===== config.mk =====
export PLATFORM = sky130hd
export DESIGN_NAME = mc6502_bus_if
export DESIGN_NICKNAME = d
export VERILOG_FILES = /design/src/rtl/mc6502_bus_if_pkg.sv /design/src/rtl/mc6502_biu_wdog.sv /design/src/rtl/mc6502_bus_if.sv
export SDC_FILE = /design/constraint.sdc
export NUM_CORES = 1
export LEC_CHECK = 0
export CAP_MARGIN = 20
export CORE_ASPECT_RATIO = 1.2
export CORE_MARGIN = 5
export CORE_UTILIZATION = 48
export CTS_CLUSTER_DIAMETER = 200
export DETAILED_ROUTE_END_ITERATION = 10
export GPL_TIMING_DRIVEN = 0
export HOLD_SLACK_MARGIN = 0.08
export PLACE_DENSITY = 0.84
export SYNTH_ARGS = -nofsm -noshare
export SYNTH_HDL_FRONTEND = slang
export SYNTH_SLANG_ARGS = --single-unit

===== constraint.sdc =====
create_clock -name CLK -period 5.3 [get_ports CLK]
set_input_delay 0.795 -clock CLK [delete_from_list [all_inputs] [get_ports CLK]]
set_output_delay 0.795 -clock CLK [all_outputs]
set_load 0.01 [all_outputs]

===== src/rtl/mc6502_bus_if_pkg.sv =====
`default_nettype none
// ============================================================================
//  Module      : mc6502_bus_if_pkg
//  Description : Shared state codes, R/W encodings and sizing helper for the
//                mc6502 bus interface unit.
//  Revision    : 1.0  initial release
// ============================================================================
package mc6502_bus_if_pkg;

    typedef enum logic [1:0] {
        C_BIU_IDLE   = 2'd0,
        C_BIU_ACCESS = 2'd1,
        C_BIU_HOLD   = 2'd2,
        C_BIU_DONE   = 2'd3
    } biu_state_t;

    localparam logic C_RW_READ  = 1'b1;
    localparam logic C_RW_WRITE = 1'b0;

    // A zero TIMEOUT still needs a 1-bit counter to keep the datapath legal.
    function automatic int biu_cnt_width(input int timeout);
        return (timeout > 0) ? $clog2(timeout + 1) : 1;
    endfunction

endpackage
`default_nettype wire


===== src/rtl/mc6502_biu_wdog.sv =====
`default_nettype none
// ============================================================================
//  Module      : mc6502_biu_wdog
//  Description : ACCESS-state wait counter with saturating count and timeout
//                compare; expire is combinational on the last allowed cycle.
//  Revision    : 1.0  initial release
// ============================================================================
module mc6502_biu_wdog
    import mc6502_bus_if_pkg::*;
#(
    parameter int TIMEOUT = 16
) (
    input  logic clk,
    input  logic rst_n,
    input  logic i_clear,
    input  logic i_run,
    output logic o_expire
);

    localparam int                 c_cnt_w   = biu_cnt_width(TIMEOUT);
    localparam logic [c_cnt_w-1:0] c_cnt_max = '1;

    logic [c_cnt_w-1:0] r_count;

    always_ff @(posedge clk or negedge rst_n) begin
        if (!rst_n) begin
            r_count <= '0;
        end else if (i_clear) begin
            r_count <= '0;
        end else if (i_run && (r_count != c_cnt_max)) begin
            r_count <= r_count + c_cnt_w'(1);
        end
    end

    generate
        if (TIMEOUT > 0) begin : g_timeout
            localparam logic [c_cnt_w-1:0] c_limit = c_cnt_w'(TIMEOUT - 1);
            assign o_expire = i_run && (r_count == c_limit);
        end else begin : g_no_timeout
            assign o_expire = 1'b0;
        end
    endgenerate

endmodule
`default_nettype wire


===== src/rtl/mc6502_bus_if.sv =====
`default_nettype none
// ============================================================================
//  Module      : mc6502_bus_if
//  Description : mc6502 bus interface unit: latches core address/data, runs a
//                req/ack memory handshake with timeout, honours RDY on reads.
//                Optional counters enabled by MC6502_BIU_STATS_EN.
//  Revision    : 1.0  initial release
// ============================================================================
module mc6502_bus_if
    import mc6502_bus_if_pkg::*;
#(
    parameter int         TIMEOUT = 16,
    parameter logic [7:0] DB_INIT = 8'h00
) (
    input  logic        CLK,
    input  logic        RES_N,
    input  logic [7:0]  ABL,
    input  logic [7:0]  ABH,
    input  logic [7:0]  DB_OUT,
    input  logic        RW,
    input  logic        CYC_REQ,
    input  logic        RDY,
    input  logic        ERR_CLR,
    input  logic [7:0]  MEM_RDATA,
    input  logic        MEM_ACK,
    output logic [7:0]  DB_IN,
    output logic        CORE_RDY,
    output logic [15:0] MEM_ADDR,
    output logic [7:0]  MEM_WDATA,
    output logic        MEM_RE,
    output logic        MEM_WE,
`ifdef MC6502_BIU_STATS_EN
    output logic [15:0] RD_CNT,
    output logic [15:0] WR_CNT,
    output logic [15:0] STALL_CNT,
`endif
    output logic        BUS_ERR
);

    biu_state_t r_state;
    biu_state_t w_state_nxt;
    logic       r_rw;
    logic [7:0] r_hold_data;
    logic       w_start;
    logic       w_rd_done;
    logic       w_capture;
    logic       w_timeout_hit;
    logic       w_expire;
    logic       w_in_access;
    logic       w_leave_access;

    assign w_in_access    = (r_state == C_BIU_ACCESS);
    assign w_leave_access = w_in_access && (w_state_nxt != C_BIU_ACCESS);
    assign CORE_RDY       = (r_state == C_BIU_IDLE) || (r_state == C_BIU_DONE);

    mc6502_biu_wdog #(
        .TIMEOUT (TIMEOUT)
    ) u_wdog (
        .clk      (CLK),
        .rst_n    (RES_N),
        .i_clear  (w_start),
        .i_run    (w_in_access),
        .o_expire (w_expire)
    );

    always_comb begin
        w_state_nxt   = r_state;
        w_start       = 1'b0;
        w_rd_done     = 1'b0;
        w_capture     = 1'b0;
        w_timeout_hit = 1'b0;
        case (r_state)
            C_BIU_IDLE: begin
                if (CYC_REQ) begin
                    w_start     = 1'b1;
                    w_state_nxt = C_BIU_ACCESS;
                end
            end
            C_BIU_ACCESS: begin
                // An acknowledge always beats a coincident timeout.
                if (MEM_ACK) begin
                    if (r_rw == C_RW_WRITE) begin
                        w_state_nxt = C_BIU_DONE;
                    end else if (RDY) begin
                        w_rd_done   = 1'b1;
                        w_state_nxt = C_BIU_DONE;
                    end else begin
                        w_capture   = 1'b1;
                        w_state_nxt = C_BIU_HOLD;
                    end
                end else if (w_expire) begin
                    w_timeout_hit = 1'b1;
                    w_state_nxt   = C_BIU_DONE;
                end
            end
            C_BIU_HOLD: begin
                if (RDY) begin
                    w_rd_done   = 1'b1;
                    w_state_nxt = C_BIU_DONE;
                end
            end
            C_BIU_DONE: begin
                if (CYC_REQ) begin
                    w_start     = 1'b1;
                    w_state_nxt = C_BIU_ACCESS;
                end else begin
                    w_state_nxt = C_BIU_IDLE;
                end
            end
            default: w_state_nxt = C_BIU_IDLE;
        endcase
    end

    always_ff @(posedge CLK or negedge RES_N) begin
        if (!RES_N) begin
            r_state     <= C_BIU_IDLE;
            r_rw        <= C_RW_READ;
            r_hold_data <= '0;
            DB_IN       <= DB_INIT;
            MEM_ADDR    <= '0;
            MEM_WDATA   <= '0;
            MEM_RE      <= 1'b0;
            MEM_WE      <= 1'b0;
            BUS_ERR     <= 1'b0;
        end else begin
            r_state <= w_state_nxt;
            if (w_start) begin
                MEM_ADDR  <= {ABH, ABL};
                MEM_WDATA <= DB_OUT;
                r_rw      <= RW;
                MEM_RE    <= (RW == C_RW_READ);
                MEM_WE    <= (RW == C_RW_WRITE);
            end else if (w_leave_access) begin
                MEM_RE <= 1'b0;
                MEM_WE <= 1'b0;
            end
            if (w_capture) begin
                r_hold_data <= MEM_RDATA;
            end
            if (w_rd_done) begin
                DB_IN <= (r_state == C_BIU_HOLD) ? r_hold_data : MEM_RDATA;
            end
            if (w_timeout_hit) begin
                BUS_ERR <= 1'b1;
            end else if (ERR_CLR) begin
                BUS_ERR <= 1'b0;
            end
        end
    end

`ifdef MC6502_BIU_STATS_EN
    logic w_wr_done;
    assign w_wr_done = w_in_access && MEM_ACK && (r_rw == C_RW_WRITE);

    always_ff @(posedge CLK or negedge RES_N) begin
        if (!RES_N) begin
            RD_CNT    <= '0;
            WR_CNT    <= '0;
            STALL_CNT <= '0;
        end else begin
            if (w_rd_done) RD_CNT    <= RD_CNT + 16'd1;
            if (w_wr_done) WR_CNT    <= WR_CNT + 16'd1;
            if (!CORE_RDY) STALL_CNT <= STALL_CNT + 16'd1;
        end
    end
`endif

endmodule
`default_nettype wire


==> out/results.tsv <==
metric	value	unit
detailed placer's ending HPWL	3929	um
f_max	0.3853	GHz
global route total overflow	0	
sw frac	35.64	%
Routed Antenna Nets	0	
RePlAce Congestion	0.7699	
register cell area after layout	0.001277	mm2
Max VDD drop	0.0002643	V
Fin Hold WS	0.4062	ns
# nets final	349	
Slew HR	65.53	%
core footprint	0.004527	mm2
Cells after Synth	221	
leakage dissipation	0.001465	uW
CTS H-tree depth	2	
synthesized cell area	0.002193	mm2
status	complete, no violations	
clk root buf	clkbuf_8	
number of global-route vias before repair	1813	
pwr/cell area	569.3	mW/mm2
Die Ht	84.05	um
WL/cell	14.06	um
area delta synth->final	42.61	%
Core Rows	27	
CP peak stage delay	0.54	ns
Reg power frac	38.3	%
synth unique cells	30	
Required @ worst endpoint	4.51	ns
Initial DRT Pass Iterations	4	
initial antenna violation count	0	
CTS tree	yes	
crit path max-delay cell type	clkdlybuf4s50_1	
Post-Layout Cell Count	361	
diode count	0	
final core occ	69.10	%
via count	1793	
number of synthesized register bits	51	
setup repair bufs after CTS	0	
multi-input logic area	855.8	um2
vias per cell	4.967	
clk slew on worst S/H paths	0.08	ns
placed cells	354	
Worst setup SP type	flop	
Synth top area share	57.05	%
Yosys top cell by area	dfrtp_1	
DIE WIDTH	71.71	um
Worst EP arrival	1.80	ns
worst min path class	input port to asynchronous set/reset pin	
ys flop type	dfrtp_1	
first-pass GRT wire length	8328	um
final setup fails	0	
IO Port Bufs	74	
Tot GR Track Use	17.75	%
final hold vios	0	
final WL	5076	um
synth top area cells	dfrtp_1 (57%), nand2_1 (14%), mux2i_1 (4.1%), mux2_2 (4.1%), ha_1 (4.0%)	
setup TNS	0	ns
Synth Warn #	0	
clk_lat worst skew	0.30	ns
Die Area	0.006027	mm2
syn_nets	267	
Worst-Margin Slew	0.5171	ns
final clock skew	0.01079	ns
Synth Area per Inst	9.925	um2
minimum clock period	2.595	ns
RSZ-0062 raised after global routing	false	
Initial Util	48.45	%
cell mode on critical path	inv_1	
Filler cells	379	
Logic pwr share	47.2	%
TritonCTS Buffers	5	
Max FO, Critical Path	6	
crit path kind	flop to primary output	
reg2reg path depth	8	
clock sinks	51	
DRT iter0 DRCs	60	
sequential area share after synthesis	58.24	%
Post-CTS Resized	0	
CTS Hold Buffers Added	0	
Post-synth EDFFs	0	
crit share post-route	48.97	%
# IOs	75	
clock tree buffer depth	2	
final slew viol count	0	
clock group share of total power	14.6	%
share of cells above drive strength 1	7.591	%
max-cap viol count	0	
Synth async-reset ratio	100.0	%
Psw	634.6	uW
Crit. End Element	primary output	
pin count of the biggest net entering global routing	37	
Int Pwr	1146	uW
DR DRC count	0	
critical path cell sequence	inv_1 > ha_1 > inv_1 > clkdlybuf4s50_1	
cell usage in the layout (no fill, tap or decap):
cell type / Yosys / final
o21ai_0: 1 / 1
o21ai_1: 1 / 1
a21oi_1: 10 / 10
xnor2_1: 1 / 1
nand4b_1: 1 / 1
dfrtp_1: 50 / 50
ha_1: 7 / 7
a311oi_2: 1 / 1
or3_1: 1 / 1
buf_12: 0 / 1
nor3_1: 1 / 1
mux2i_1: 9 / 9
buf_2: 3 / 4
nand4_1: 1 / 1
clkbuf_1: 6 / 6
nor2_1: 16 / 16
o22ai_1: 2 / 2
and3_1: 1 / 1
mux2_2: 8 / 8
a21o_1: 1 / 1
clkbuf_8: 0 / 5
a31oi_1: 1 / 1
o31a_2: 1 / 1
nand2_1: 82 / 82
clkinvlp_4: 0 / 1
o21a_1: 2 / 2
nand3b_1: 1 / 1
xor2_1: 2 / 2
a211oi_1: 1 / 1
dfstp_2: 1 / 1
inv_1: 6 / 6
clkdlybuf4s50_1: 0 / 73
nor2b_1: 2 / 2
and2b_1: 1 / 1
bufinv_16: 0 / 1
kinds of logic after synthesis:
family	share of synthesized area, %
buffers and inverters	2.738
xor gates and xnor gates	1.198
and+or+nand+nor	19.51
adders and majority gates	3.993
AOI/OAI and AO/OA	6.103
DFF	58.24
muxes	8.215
flip-flops by register name (all words and copies together), names as in the netlist:
name	flops
MEM_ADDR	16
DB_IN	8
MEM_WDATA	8
r_hold_data	8
u_wdog.r_count	5
r_state	2
BUS_ERR	1
MEM_RE	1
MEM_WE	1
r_rw	1
stage by stage:
| stage | setup WS (ns) | cell area (um2) | power, uW |
|---|---|---|---|
| finish | 2.705 | 3128 | 1781 |
| detailed placement | 2.735 | 3022 | 1541 |
| global placement | 1.983 | 3007 | 1501 |
| CTS | 2.696 | 3128 | 1806 |
| floorplan | 3.288 | 2193 | 1118 |
| global route | 2.603 | 3128 | 1920 |
Yosys cell counts (all sizes together), types with 2 or more instances:
library cell  count
a21oi            10
buf               3
clkbuf            6
dfrtp            50
ha                7
inv               6
mux2              8
mux2i             9
nand2            82
nor2             16
nor2b             2
o21a              2
o21ai             2
o22ai             2
xor2              2
layout make-up:
type,count,area share [%]
Timing Repair Buffer,75,24.16
Tap cell,58,2.320
Inverter,6,0.7200
Sequential cell,51,40.84
Clock inverter,2,1.200
Clock buffer,5,2.200
Buffer,9,1.200
Multi-Input combinational cell,155,27.36
critical path, delay by kind of cell, from the launching register on:
family	cells	cell delay, ns
fa+ha+maj	1	0.34
flops	1	0.44
buf+inv	3	0.72
worst paths after layout:
check                                  startpoint            to  slack, ns
worst max-delay path                   r_state[0]      CORE_RDY       2.70
worst min-delay path                        RES_N       BUS_ERR       0.41
worst max register to register  u_wdog.r_count[0]        MEM_WE       3.11
worst min register to register       MEM_WDATA[7]  MEM_WDATA[7]       0.48
max in group asynchronous                   RES_N          r_rw       4.32
min in group CLK                     MEM_WDATA[7]  MEM_WDATA[7]       0.48
layer usage:
metal  vias up  GRT usage, %  part of all wire, %
met5         -             0                    0
met4         0         6.154                  1.6
met3         8         5.663                  6.9
met2        54         29.85                   49
met1       858         21.09                   42
li1        873             -                    -
power by group through the flow:
stage | clock (uW) | combinational, uW | sequential [uW]
6_report | 259 | 840 | 681
4_1_cts | 268 | 856 | 682
3_5_place_dp | 0 | 852 | 689
3_3_place_gp | 0 | 822 | 679
2_1_floorplan | 0 | 385 | 733
5_1_grt | 283 | 929 | 708
Note: power is estimated with default switching activity, not from simulation.
